--- src/rtl/serial_add_seq.sv ---
// Bit-serial adder: one full-adder cell reused over WIDTH clocks, LSB first.
// Optional signed-overflow output OVF is built when SERIAL_ADD_OVF_EN is defined.
module serial_add_seq #(
    parameter int WIDTH = 4
) (
    input  logic             CLK,
    input  logic             RST,
    input  logic             START,
    input  logic [WIDTH-1:0] A,
    input  logic [WIDTH-1:0] B,
    input  logic             CIN,
    output logic             BUSY,
    output logic             DONE,
    output logic [WIDTH-1:0] SUM,
    output logic             COUT
`ifdef SERIAL_ADD_OVF_EN
    ,
    output logic             OVF
`endif
);

    localparam int CW = (WIDTH > 1) ? $clog2(WIDTH) : 1;
    localparam logic [CW-1:0] LAST = CW'(WIDTH - 1);

    typedef enum logic [1:0] {
        S_IDLE = 2'd0,
        S_RUN  = 2'd1,
        S_DONE = 2'd2
    } state_t;

    state_t           state_r;
    state_t           state_nx_s;
    logic [WIDTH-1:0] a_r;
    logic [WIDTH-1:0] b_r;
    logic [WIDTH-1:0] a_nx_s;
    logic [WIDTH-1:0] sum_r;
    logic [CW-1:0]    cnt_r;
    logic             c_r;
    logic             cout_r;
    logic             busy_r;
    logic             done_r;
    logic             load_s;
    logic             step_s;
    logic             finish_s;
    logic             s_bit_s;
    logic             c_nx_s;

    function automatic logic [1:0] full_add(input logic x, input logic y, input logic ci);
        full_add = {(x & y) | (y & ci) | (ci & x), x ^ y ^ ci};
    endfunction

    // The A register doubles as the result register: sum bits enter at the MSB as A drains.
    if (WIDTH == 1) begin : g_w1
        assign a_nx_s = s_bit_s;
    end else begin : g_wn
        assign a_nx_s = {s_bit_s, a_r[WIDTH-1:1]};
    end

    // Next-state and control decode
    always_comb begin
        state_nx_s        = state_r;
        load_s            = 1'b0;
        step_s            = 1'b0;
        finish_s          = 1'b0;
        {c_nx_s, s_bit_s} = full_add(a_r[0], b_r[0], c_r);
        case (state_r)
            S_IDLE, S_DONE: begin
                if (START) begin
                    state_nx_s = S_RUN;
                    load_s     = 1'b1;
                end else begin
                    state_nx_s = S_IDLE;
                end
            end
            S_RUN: begin
                step_s = 1'b1;
                if (cnt_r == LAST) begin
                    state_nx_s = S_DONE;
                    finish_s   = 1'b1;
                end else begin
                    state_nx_s = S_RUN;
                end
            end
            default: begin
                state_nx_s = S_IDLE;
            end
        endcase
    end

    // State, datapath and registered outputs
    always_ff @(posedge CLK) begin
        if (RST) begin
            state_r <= S_IDLE;
            a_r     <= {WIDTH{1'b0}};
            b_r     <= {WIDTH{1'b0}};
            c_r     <= 1'b0;
            cnt_r   <= {CW{1'b0}};
            sum_r   <= {WIDTH{1'b0}};
            cout_r  <= 1'b0;
            busy_r  <= 1'b0;
            done_r  <= 1'b0;
        end else begin
            state_r <= state_nx_s;
            busy_r  <= (state_nx_s == S_RUN);
            done_r  <= (state_nx_s == S_DONE);
            if (load_s) begin
                a_r   <= A;
                b_r   <= B;
                c_r   <= CIN;
                cnt_r <= {CW{1'b0}};
            end else if (step_s) begin
                a_r   <= a_nx_s;
                b_r   <= b_r >> 1'b1;
                c_r   <= c_nx_s;
                cnt_r <= cnt_r + CW'(1);
            end
            if (finish_s) begin
                sum_r  <= a_nx_s;
                cout_r <= c_nx_s;
            end
        end
    end

`ifdef SERIAL_ADD_OVF_EN
    logic ovf_r;

    // Carry into the MSB is still in c_r on the final edge; XOR with carry out gives signed overflow.
    always_ff @(posedge CLK) begin
        if (RST) begin
            ovf_r <= 1'b0;
        end else if (finish_s) begin
            ovf_r <= c_r ^ c_nx_s;
        end
    end

    assign OVF = ovf_r;
`endif

    assign BUSY = busy_r;
    assign DONE = done_r;
    assign SUM  = sum_r;
    assign COUT = cout_r;

endmodule

--- config.mk ---
export PLATFORM = sky130hd
export DESIGN_NAME = serial_add_seq
export DESIGN_NICKNAME = d
export VERILOG_FILES = /design/src/rtl/serial_add_seq.sv
export SDC_FILE = /design/constraint.sdc
export NUM_CORES = 1
export LEC_CHECK = 0
export ABC_CLOCK_PERIOD_IN_PS = 1600
export BUFFER_PORTS_ARGS = -buffer_cell sky130_fd_sc_hd__buf_4
export CAP_MARGIN = 40
export CORE_MARGIN = 3
export CORE_UTILIZATION = 50
export DETAILED_ROUTE_END_ITERATION = 10
export HOLD_SLACK_MARGIN = 0.03
export PLACE_DENSITY = 0.75
export SYNTH_ARGS = -nofsm -noshare
export SYNTH_HDL_FRONTEND = slang
export SYNTH_SLANG_ARGS = --single-unit
--- constraint.sdc ---
create_clock -name CLK -period 1.6 [get_ports CLK]
set_input_delay 0.24 -clock CLK [delete_from_list [all_inputs] [get_ports CLK]]
set_output_delay 0.24 -clock CLK [all_outputs]
set_load 0.03 [all_outputs]
* Word-level counts from Yosys, hierarchy flattened
Cells that the tools add are included.
Storage, ports and cells: input bits 12, logic and storage cells 40, ROM bits 0, register bits after elaboration 20, bits in latches 0, memory bits (writable) 0, memories kept 0
Operators by class: div/mod/pow operators 0, bitwise logic cells 7, eq/ne operators 5, multiplexer cells 14, multiply operators 0, $add $sub $neg 1, shift operators 0, order comparisons 0, reduce and logical (&&, ||, !) cells 4
Operator list (number):
- $mux W4 | 4
- $mux W1 | 8
- $eq A2 B2 Y1 const B | 3
- $eq A2 B1 Y1 const B | 2
- $pmux W2 S2 | 1
- $reduce_or A2 Y1 | 2
- $and A1 B1 Y1 | 3
- $add A2 B1 Y2 const B | 1
- $logic_not A2 Y1 | 1
- $mux W2 | 1
- $or A1 B1 Y1 | 2
- $reduce_bool A2 Y1 | 1
- $xor A1 B1 Y1 | 2

* Logic depth before layout (Yosys ltp)
Gate-level depths: netlist (run 1).
depth in word-level cells 5, depth in mapped cells 4, gate-level depth less buffers 4

* Worst setup path before layout (run 1)
OpenSTA, ideal clock, no wires.
path type reg-to-reg, start point register a_r[0], end point register a_r[3], arrival 1024 ps, library setup time 137 ps, stages on the path, launching flop included 4, data required time 1463 ps, path slack 440 ps, period minus slack after synthesis 1160 ps, cell sequence dfxtp_1 fa_1 a22oi_1 a21oi_1
Between the ends: longest elaborated chain between the ends 4
RTL lines:
- start: declaration | line 33 | logic [WIDTH-1:0] a_r;
- start signal: assignment | line 94 | a_r <= {WIDTH{1'b0}};
- start signal: assignment | line 112 | a_r <= a_nx_s;
- $xor A1 B1 Y1 (2 in series) | line 49 | full_add = {(x & y) | (y & ci) | (ci & x), x ^ y ^ ci};
- via s_bit_s | line 45 | logic s_bit_s;
- $mux W4 | line 111 | end else if (step_s) begin
- $mux W4 | line 106 | if (load_s) begin
The timed path passes the listed nets, and every way through them passes these cells. The select of a mux whose other input is x is not followed. A chain may end at the register's enable or synchronous reset.

* Worst setup path in the final report (run 1)
Same ends and word-level chain as after synthesis.

==> results of run 1 <==
## layer usage
| metal | up-vias | GRT usage, % | wire [um] |
|---|---|---|---|
| li1 | 343 | - | - |
| met1 | 315 | 22.6 | 692 |
| met2 | 22 | 28.3 | 757 |
| met3 | 4 | 3.91 | 96 |
| met4 | 0 | 7.39 | 20 |
| met5 | - | 0 | 0 |
## cell families (layout without fill, tap and decap cells)
logic type	count (synthesis)	after routing	synth area share (%)
compound gates	20	20	16.1
mux	1	1	1.24
flops	20	20	49.5
xor+xnor	1	1	1.08
simple gates	36	36	22.8
buf+inv	6	25	5.26
fa+ha+maj	2	2	4.02
## registers in the layout, indices dropped and copies added, names as in the netlist
name     cells
cnt_r        2
c_r          1
a_r          4
COUT         1
SUM          4
BUSY         1
b_r          4
DONE         1
state_r      2
## final cells by class
cell class / instances / area, um2 / share of cell area, %
Clock buffer: 3 / 22.5 / 2.26
Sequential cell: 20 / 400 / 40.3
Timing Repair Buffer: 21 / 158 / 15.8
Clock inverter: 1 / 30.0 / 3.02
Multi-Input combinational cell: 60 / 365 / 36.7
Tap cell: 15 / 18.8 / 1.89
## metrics by stage
stage                     instances  cell area (um2)  hold WS [ns]
after floorplan                  86              808         0.376
after global placement          116              942         0.445
after detailed placement        116              942         0.448
after CTS                       120              995         0.183
after global routing            120              995         0.200
final                           120              995         0.188
## worst reg2reg max path, cell delays in order, from the launching register on
cell and delay [ns]:
sky130_fd_sc_hd__dfxtp_1 0.35, sky130_fd_sc_hd__fa_1 0.50, sky130_fd_sc_hd__a22oi_1 0.18, sky130_fd_sc_hd__a21oi_1 0.08
## cell usage in the layout (no fill, tap or decap), types with 2 or more instances in the layout
cell type | netlist | layout
sky130_fd_sc_hd__a21oi_1 | 11 | 11
sky130_fd_sc_hd__a22oi_1 | 5 | 5
sky130_fd_sc_hd__buf_4 | 1 | 21
sky130_fd_sc_hd__clkbuf_4 | 0 | 3
sky130_fd_sc_hd__dfxtp_1 | 20 | 20
sky130_fd_sc_hd__nand2_1 | 10 | 10
sky130_fd_sc_hd__nand3_1 | 11 | 11
sky130_fd_sc_hd__nor2_1 | 6 | 6
sky130_fd_sc_hd__nor3_1 | 2 | 2
sky130_fd_sc_hd__nor3_2 | 2 | 2
## worst max-delay path by stage
| stage | startpoint | to | slack, ns | cells past startpoint |
|---|---|---|---|---|
| after floorplan | a_r[0]$_SDFFE_PP0P_ | a_r[3]$_SDFFE_PP0P_ | 0.44 | 3 |
| after global placement | a_r[0]$_SDFFE_PP0P_ | a_r[3]$_SDFFE_PP0P_ | 0.44 | 3 |
| after detailed placement | a_r[0]$_SDFFE_PP0P_ | a_r[3]$_SDFFE_PP0P_ | 0.39 | 3 |
| after CTS | a_r[0]$_SDFFE_PP0P_ | a_r[3]$_SDFFE_PP0P_ | 0.36 | 3 |
| after global routing | state_r[1]$_SDFF_PP0_ | b_r[2]$_SDFFE_PP0P_ | 0.26 | 3 |
| final | a_r[0]$_SDFFE_PP0P_ | a_r[3]$_SDFFE_PP0P_ | 0.38 | 3 |
## power breakdown
group | switching, mW | internal, mW | leakage [nW] | total (mW)
logic | 0.0698 | 0.0617 | 0.211 | 0.131
registers | 0.0182 | 0.523 | 0.164 | 0.541
clock network | 0.153 | 0.253 | 0.0279 | 0.406
total | 0.241 | 0.838 | 0.403 | 1.08
==> run summary, run 1 <==
## Outcome
• **status** finished, final reports clean

## Run
• **Maximum Capacitance Violations** 0

## Place
• **routability-driven placement congestion ratio** 0.785
• **IO Port Bufs** 18
• **post-DP HPWL** 1.15 mm
• **setup slack after placement** 0.392 ns

## Synthesis
• **number of enable-type register cells in the synthesized netlist** 0
• **Yosys top cell by area** sky130_fd_sc_hd__dfxtp_1
• **ranking of synthesized cells by instance count** sky130_fd_sc_hd__dfxtp_1 (20), sky130_fd_sc_hd__a21oi_1 (11), sky130_fd_sc_hd__nand3_1 (11), sky130_fd_sc_hd__nand2_1 (10), sky130_fd_sc_hd__nor2_1 (6)
• **most frequently used flop master after synthesis** sky130_fd_sc_hd__dfxtp_1
• **count of cell types in the netlist** 25
• **Post-Synthesis Net Count** 100
• **combined area of all synthesized cells** 808 um2
• **YS warnings** 0
• **synth top area cells** sky130_fd_sc_hd__dfxtp_1 (50%), sky130_fd_sc_hd__a21oi_1 (6.8%), sky130_fd_sc_hd__nand3_1 (6.8%), sky130_fd_sc_hd__a22oi_1 (4.6%), sky130_fd_sc_hd__nand2_1 (4.6%)
• **async set-reset flop share out of synthesis** 0%
• **instance count of the mapped netlist** 86
• **area fraction of the dominant cell type after synthesis** 49.5%
• **Seq/Total Area, Yosys** 49.5%
• **Post-Syn Area per Cell** 9.40 um2
• **most repeated cell in the gate-level netlist after synthesis** sky130_fd_sc_hd__dfxtp_1
• **count of state elements after synthesis** 20

## Detailed routing
• **post-detailed-route wirelength per cell** 13.1 um
• **overall via count from detail_route** 684
• **Detailed Routing Iterations Pass 1** 4
• **count of antenna-violating nets left after detailed routing** 0
• **routed wire length** 1.57 mm
• **number of remaining DRC errors** 0
• **drt initial violations** 11
• **average vias per placed instance** 5.70

## Floorplanning
• **die outline height** 46.2 um
• **area of the placeable core** 1400 um2
• **standard-cell rows** 13
• **DIE WIDTH** 46.2 um
• **I/O pins** 19
• **effective utilization at floorplan** 57.8%
• **die area** 2130 um2

## Pwr
• **Static Leakage** 0.403 nW
• **post-route total power** 1.08 mW
• **worst supply voltage drop on vdd** 0.629 mV
• **power per cell area** 1080 nW/um2

## Setup path
• **Startpoint Class** register
• **critical-path maximum fanout** 2
• **longest individual stage delay on the worst path** 0.50 ns
• **required time of the worst setup path** 1.79 ns
• **worst reg2reg endpoint** a_r[3]$_SDFFE_PP0P_
• **Worst Setup Path Type** reg -> reg
• **top cell family by delay on the critical path** adder cells
• **WP data arrival** 1.41 ns
• **worst path cell trace** fa_1 -> a22oi_1 -> a21oi_1
• **kind of capture point of the worst setup path** register
• **Reg2Reg Launch Point** a_r[0]$_SDFFE_PP0P_
• **worst reg2reg path depth** 3
• **Bufs and invs on worst path** 0
• **slack of the worst reg-to-reg path** 0.38 ns
• **slowest CP cell** sky130_fd_sc_hd__fa_1

## Clocking
• **number of buffers on the longest clock path** 2
• **count of cells resized by post-cts repair** 0
• **CTS sink count** 20
• **cts-stage hold buffer count** 0
• **worst skew pair latency** 0.29 ns
• **clock transition time at the flip-flop clock pins of the worst setup and hold paths** 0.11 ns
• **root buf cell** sky130_fd_sc_hd__clkbuf_4
• **post-CTS setup repair buffer count** 0
• **H-tree levels** 1
• **clock tree from TritonCTS** done
• **total clock buffers created by CTS** 3

## STA
• **clock tree skew after final layout** 0.00455 ns
• **Hold Fails Final Rpt** 0
• **total negative slack for setup checks** 0 ns
• **Slew Limit Headroom** 71.5%
• **number of endpoints failing setup at the final stage** 0
• **final worst path period need** 1.22 ns
• **Period Utilization, post-route** 76.4%
• **final critical-path setup slack** 0.378 ns
• **actual transition at the worst max-transition pin** 0.428 ns
• **Final Max Tran Viols** 0
• **Fmax achieved** 818 MHz
• **RSZ-0062 raised after global routing** no

## GRT
• **global-route congestion overflow total** 0
• **first-pass GRT wire length** 2.74 mm
• **antenna violations before repair** 0
• **pin count of the biggest net entering global routing** 21
• **global router's overall resource usage** 17.7%
• **vias in the first global route** 645

## Finish
• **final core utilization** 71.1%
• **Area growth, synth to finish** 23.1%
• **antenna cell count** 0
• **fraction of final layout cells with drive strength greater than 1** 28.6%
• **Layout fillers** 124
• **Final Net Count** 120

## Worst hold path
• **Worst Hold Endpoint** b_r[3]$_SDFFE_PP0P_
• **worst hold path class** in -> reg
• **instance count along the most critical hold path** 3
• **Worst Hold Launch** B[3]

Power figures use the tool's default switching activity.
==> inputs of run 2 (changes only) <==
--- a/config.mk
+++ b/config.mk
@@ -5,7 +5,7 @@
 export SDC_FILE = /design/constraint.sdc
 export NUM_CORES = 1
 export LEC_CHECK = 0
-export ABC_CLOCK_PERIOD_IN_PS = 1600
+export ABC_CLOCK_PERIOD_IN_PS = 1200
 export BUFFER_PORTS_ARGS = -buffer_cell sky130_fd_sc_hd__buf_4
 export CAP_MARGIN = 40
 export CORE_MARGIN = 3
==> constraint.sdc (replaced) <==
create_clock -name CLK -period 1.2 [get_ports CLK]
set_input_delay 0.18 -clock CLK [delete_from_list [all_inputs] [get_ports CLK]]
set_output_delay 0.18 -clock CLK [all_outputs]
set_load 0.03 [all_outputs]
==> run 2 against run 1 <==
The run now ends with negative setup slack left. Highest routed layer unchanged. Maximum frequency grew 0.73%. Worst setup slack worse by 0.39 ns. Largest power group unchanged. Utilization grew 2.8 points. Sequential cell count did not move. Final cell count grew 3.3%. Critical path type unchanged.
==> run summary, run 2 (synthesis results as in run 1) <==
## Outcome
• **status** finished, violations left
• **violated checks** negative setup slack

## STA
• **RSZ-0062 raised after global routing** yes
• **actual transition at the worst max-transition pin** 0.283 ns
• **Period Utilization, post-route** 101%
• **Fmax achieved** 824 MHz
• **final worst path period need** 1.21 ns
• **final hold slack** 0.125 ns
• **Hold Fails Final Rpt** 0
• **number of endpoints failing setup at the final stage** 1
• **clock tree skew after final layout** 0.00967 ns
• **final critical-path setup slack** -0.0131 ns
• **Slew Limit Headroom** 81.1%
• **Final Max Tran Viols** 0
• **total negative slack for setup checks** -0.0131 ns

## GRT
• **first-pass GRT wire length** 2.58 mm
• **pin count of the biggest net entering global routing** 21
• **antenna violations before repair** 0
• **vias in the first global route** 609
• **global-route congestion overflow total** 0
• **global router's overall resource usage** 17.5%

## Clocking
• **number of buffers on the longest clock path** 2
• **total clock buffers created by CTS** 3
• **H-tree levels** 1
• **worst skew pair latency** 0.31 ns
• **post-CTS setup repair buffer count** 0
• **cts-stage hold buffer count** 0
• **CTS sink count** 20
• **root buf cell** sky130_fd_sc_hd__clkbuf_4
• **clock tree from TritonCTS** done
• **clock transition time at the flip-flop clock pins of the worst setup and hold paths** 0.12 ns

## Place
• **cell count after placement** 119
• **standard cell area after detailed placement** 965 um2
• **IO Port Bufs** 18
• **post-DP HPWL** 1.19 mm
• **setup slack after placement** 0.00881 ns
• **routability-driven placement congestion ratio** 0.767

## Floorplanning
• **effective utilization at floorplan** 57.8%
• **standard-cell rows** 13
• **area of the placeable core** 1400 um2
• **die outline height** 46.2 um
• **die area** 2130 um2
• **DIE WIDTH** 46.2 um
• **I/O pins** 19

## Finish
• **final non-filler cell total** 124
• **Area growth, synth to finish** 27.9%
• **antenna cell count** 0
• **final core utilization** 73.9%
• **fraction of final layout cells with drive strength greater than 1** 32.1%
• **most frequent standard cell in the layout excluding fill and tap cells** sky130_fd_sc_hd__buf_4
• **Final Net Count** 124
• **commonest cells after routing, fill and taps aside** sky130_fd_sc_hd__buf_4 (24), sky130_fd_sc_hd__dfxtp_1 (19), sky130_fd_sc_hd__nand3_1 (11), sky130_fd_sc_hd__a21oi_1 (11), sky130_fd_sc_hd__nand2_1 (10)
• **final design instance area without fill** 1030 um2

## Setup path
• **top cell family by delay on the critical path** adder cells
• **slowest CP cell** sky130_fd_sc_hd__fa_1
• **Worst Setup Path Type** reg -> reg
• **worst path cell trace** fa_1 -> a22oi_1 -> a21oi_1
• **WP data arrival** 1.41 ns
• **Startpoint Class** register
• **required time of the worst setup path** 1.40 ns
• **longest individual stage delay on the worst path** 0.49 ns
• **critical-path maximum fanout** 2
• **kind of capture point of the worst setup path** register
• **Bufs and invs on worst path** 0

## Worst hold path
• **worst hold path class** in -> reg

## Pwr
• **Switching Power** 341 uW
• **post-route total power** 1.47 mW
• **portion of total power attributed to the clock network** 37.7%
• **part of the total power dissipated in sequential elements** 48.9%
• **Static Leakage** 0.426 nW
• **Internal Dissipation** 1.13 mW
• **power per cell area** 1430 nW/um2
• **Switching Share** 23.1%
• **worst supply voltage drop on vdd** 1.02 mV
• **fraction of power consumed by combinational cells** 13.4%

## Detailed routing
• **overall via count from detail_route** 699
• **average vias per placed instance** 5.64
• **routed wire length** 1.74 mm
• **number of remaining DRC errors** 0
• **drt initial violations** 11
• **count of antenna-violating nets left after detailed routing** 0
• **Detailed Routing Iterations Pass 1** 4
• **post-detailed-route wirelength per cell** 14.0 um

## Run
• **Maximum Capacitance Violations** 0

run 2: tightest hold or removal path, cell delays in order:
cell,delay [ns]
sky130_fd_sc_hd__buf_4,0.11
sky130_fd_sc_hd__nand2_1,0.05
sky130_fd_sc_hd__a21oi_1,0.05
run 2: final cells by class:
cell class,instances,area (um2)
repair buffers,24,180
multi-input cells,61,380
clock buffers,3,22.5
clock inverters,1,30.0
well taps,15,18.8
fillers,111,365
flip-flops and latches,20,402
run 2: power by group through the flow:
stage / sequential [mW] / combinational [mW] / clock [mW]
floorplan: 0.736 / 0.125 / 0
global placement: 0.732 / 0.184 / 0
detailed placement: 0.734 / 0.189 / 0
CTS: 0.719 / 0.189 / 0.559
global route: 0.725 / 0.215 / 0.589
finish: 0.720 / 0.197 / 0.556
run 2: path summary, 6_finish.rpt:
kind,startpoint,depth (start not counted),slack [ns],end
setup / recovery,a_r[0]$_SDFFE_PP0P_,3,-0.01,a_r[3]$_SDFFE_PP0P_
hold / removal,B[3],3,0.13,b_r[3]$_SDFFE_PP0P_
setup reg to reg,a_r[0]$_SDFFE_PP0P_,3,-0.01,a_r[3]$_SDFFE_PP0P_
hold reg to reg,SUM[0]$_SDFFE_PP0P_,2,0.47,SUM[0]$_SDFFE_PP0P_
run 2: timing repair:
item | 4_1_cts | 5_1_grt
hold endpoints to repair | 0 | 0
gates resized for setup | 1 | 2
setup endpoints to repair | 1 | 6
gates cloned | 0 | 1
run 2: layer usage:
layer	vias to the layer above	track usage (%)	wire (um)
met1	326	24.0	811
li1	348	-	-
met5	-	0	0
met2	20	24.2	793
met3	5	4.69	97
met4	0	10.2	36
==> inputs of run 3 (changes only) <==
--- a/config.mk
+++ b/config.mk
@@ -8,11 +8,13 @@
 export ABC_CLOCK_PERIOD_IN_PS = 1200
 export BUFFER_PORTS_ARGS = -buffer_cell sky130_fd_sc_hd__buf_4
 export CAP_MARGIN = 40
+export CELL_PAD_IN_SITES_DETAIL_PLACEMENT = 0
+export CELL_PAD_IN_SITES_GLOBAL_PLACEMENT = 1
 export CORE_MARGIN = 3
-export CORE_UTILIZATION = 50
+export CORE_UTILIZATION = 38
 export DETAILED_ROUTE_END_ITERATION = 10
 export HOLD_SLACK_MARGIN = 0.03
-export PLACE_DENSITY = 0.75
+export PLACE_DENSITY_LB_ADDON = 0.1
 export SYNTH_ARGS = -nofsm -noshare
 export SYNTH_HDL_FRONTEND = slang
 export SYNTH_SLANG_ARGS = --single-unit
==> run 3 against run 2 <==
The run now ends clean. Routed wire length decreased by 0.12%. Maximum frequency is 2.8% higher. Worst setup slack better by 0.033 ns. Highest routed layer unchanged. Die area grew 27%. Clock skew down 0.0052 ns. Clock power fell by 32%. Sequential power is essentially flat. Non-clock buffer count unchanged.
==> run summary, run 3 (synthesis results as in run 1) <==
## Detailed routing
• **post-detailed-route wirelength per cell** 12.9 um
• **Detailed Routing Iterations Pass 1** 4
• **routed wire length** 1.74 mm
• **average vias per placed instance** 5.16
• **number of remaining DRC errors** 0
• **drt initial violations** 7
• **count of antenna-violating nets left after detailed routing** 0
• **overall via count from detail_route** 697

## Clocking
• **root buf cell** sky130_fd_sc_hd__clkbuf_4
• **number of buffers on the longest clock path** 2
• **clock transition time at the flip-flop clock pins of the worst setup and hold paths** 0.11 ns
• **total clock buffers created by CTS** 3
• **clock tree from TritonCTS** done
• **CTS sink count** 20
• **H-tree levels** 1
• **cts-stage hold buffer count** 0
• **worst skew pair latency** 0.30 ns

## Pwr
• **power per cell area** 1260 nW/um2
• **Static Leakage** 0.411 nW
• **worst supply voltage drop on vdd** 0.641 mV
• **post-route total power** 1.29 mW

## Finish
• **commonest cells after routing, fill and taps aside** sky130_fd_sc_hd__buf_4 (24), sky130_fd_sc_hd__dfxtp_1 (18), sky130_fd_sc_hd__nand3_1 (11), sky130_fd_sc_hd__a21oi_1 (11), sky130_fd_sc_hd__nand2_1 (10)
• **Area growth, synth to finish** 27.1%
• **most frequent standard cell in the layout excluding fill and tap cells** sky130_fd_sc_hd__buf_4
• **Final Net Count** 123
• **antenna cell count** 0
• **fraction of final layout cells with drive strength greater than 1** 34.3%
• **Layout fillers** 202

## Place
• **IO Port Bufs** 18
• **post-DP HPWL** 1.22 mm
• **routability-driven placement congestion ratio** 0.782

## Floorplanning
• **DIE WIDTH** 52.1 um
• **area of the placeable core** 1980 um2
• **die area** 2720 um2
• **effective utilization at floorplan** 40.8%
• **standard-cell rows** 16
• **I/O pins** 19
• **die outline height** 52.1 um

## STA
• **Hold Fails Final Rpt** 0
• **clock tree skew after final layout** 0.00447 ns
• **Slew Limit Headroom** 81.8%
• **final hold slack** 0.114 ns
• **final worst path period need** 1.18 ns
• **actual transition at the worst max-transition pin** 0.272 ns
• **number of endpoints failing setup at the final stage** 0
• **total negative slack for setup checks** 0 ns
• **Final Max Tran Viols** 0
• **Period Utilization, post-route** 98.4%
• **RSZ-0062 raised after global routing** yes
• **Fmax achieved** 847 MHz

## Setup path
• **critical-path maximum fanout** 2
• **kind of capture point of the worst setup path** register
• **WP data arrival** 1.37 ns
• **slowest CP cell** sky130_fd_sc_hd__fa_2
• **worst path cell trace** fa_2 -> a22oi_1 -> a21oi_1
• **Worst Setup Path Type** reg -> reg
• **required time of the worst setup path** 1.39 ns
• **longest individual stage delay on the worst path** 0.45 ns
• **Startpoint Class** register

## GRT
• **global-route congestion overflow total** 0
• **vias in the first global route** 679
• **first-pass GRT wire length** 2.88 mm
• **antenna violations before repair** 0
• **global router's overall resource usage** 14.5%
• **pin count of the biggest net entering global routing** 21

## Worst hold path
• **worst hold path class** in -> reg

## Outcome
• **status** finished, final reports clean

## Run
• **Maximum Capacitance Violations** 0

[run 3: through the flow]
stage | instances | utilization, % | setup WS, ns | cell area [um2]
after floorplan | 86 | - | 0.0398 | 808
after global placement | 130 | 49.1 | 0.0370 | 972
after detailed placement | 130 | 49.1 | 0.0180 | 972
after CTS | 134 | 50.9 | -0.00145 | 1010
after global routing | 135 | 51.8 | -0.0626 | 1030
final | 135 | 51.8 | 0.0195 | 1030
[run 3: final cells by class]
cell class	instances	area (um2)	share of cell area, %
clock buffer	4	36.3	3.53
timing repair buffer	24	180	17.5
tap	27	33.8	3.29
multi-input combinational	60	374	36.4
sequential	20	403	39.2
[run 3: per-layer routing]
layer | GRT usage [%] | routed length (um)
met5 | 0 | 0
met4 | 2.62 | 10
met3 | 6.02 | 106
met2 | 25.3 | 872
met1 | 16.5 | 745
[run 3: timing repair]
action | 4_1_cts | 5_1_grt
endpoints found under the setup margin | 1 | 7
resized for setup | 1 | 3
buffers inserted | 0 | 1
[run 3: critical path, delay by kind of cell (launching register included)]
family	cells	cell delay, ns
DFF	1	0.37
AOI/OAI and AO/OA	2	0.26
adders and majority gates	1	0.45
[run 3: final timing paths]
check                           cells after the start  slack (ns)                   to               from
worst min-delay path                                3        0.11  b_r[3]$_SDFFE_PP0P_               B[3]
worst max-delay path                                3        0.02  a_r[3]$_SDFFE_PP0P_   c_r$_SDFFE_PP0P_
worst max register to register                      3        0.02  a_r[3]$_SDFFE_PP0P_   c_r$_SDFFE_PP0P_
worst min register to register                      2        0.46    COUT$_SDFFE_PP0P_  COUT$_SDFFE_PP0P_
[run 3: power by group]
part | switching [mW] | internal, mW
Combinational | 0.0992 | 0.0922
Clock | 0.194 | 0.185
Sequential | 0.0238 | 0.698
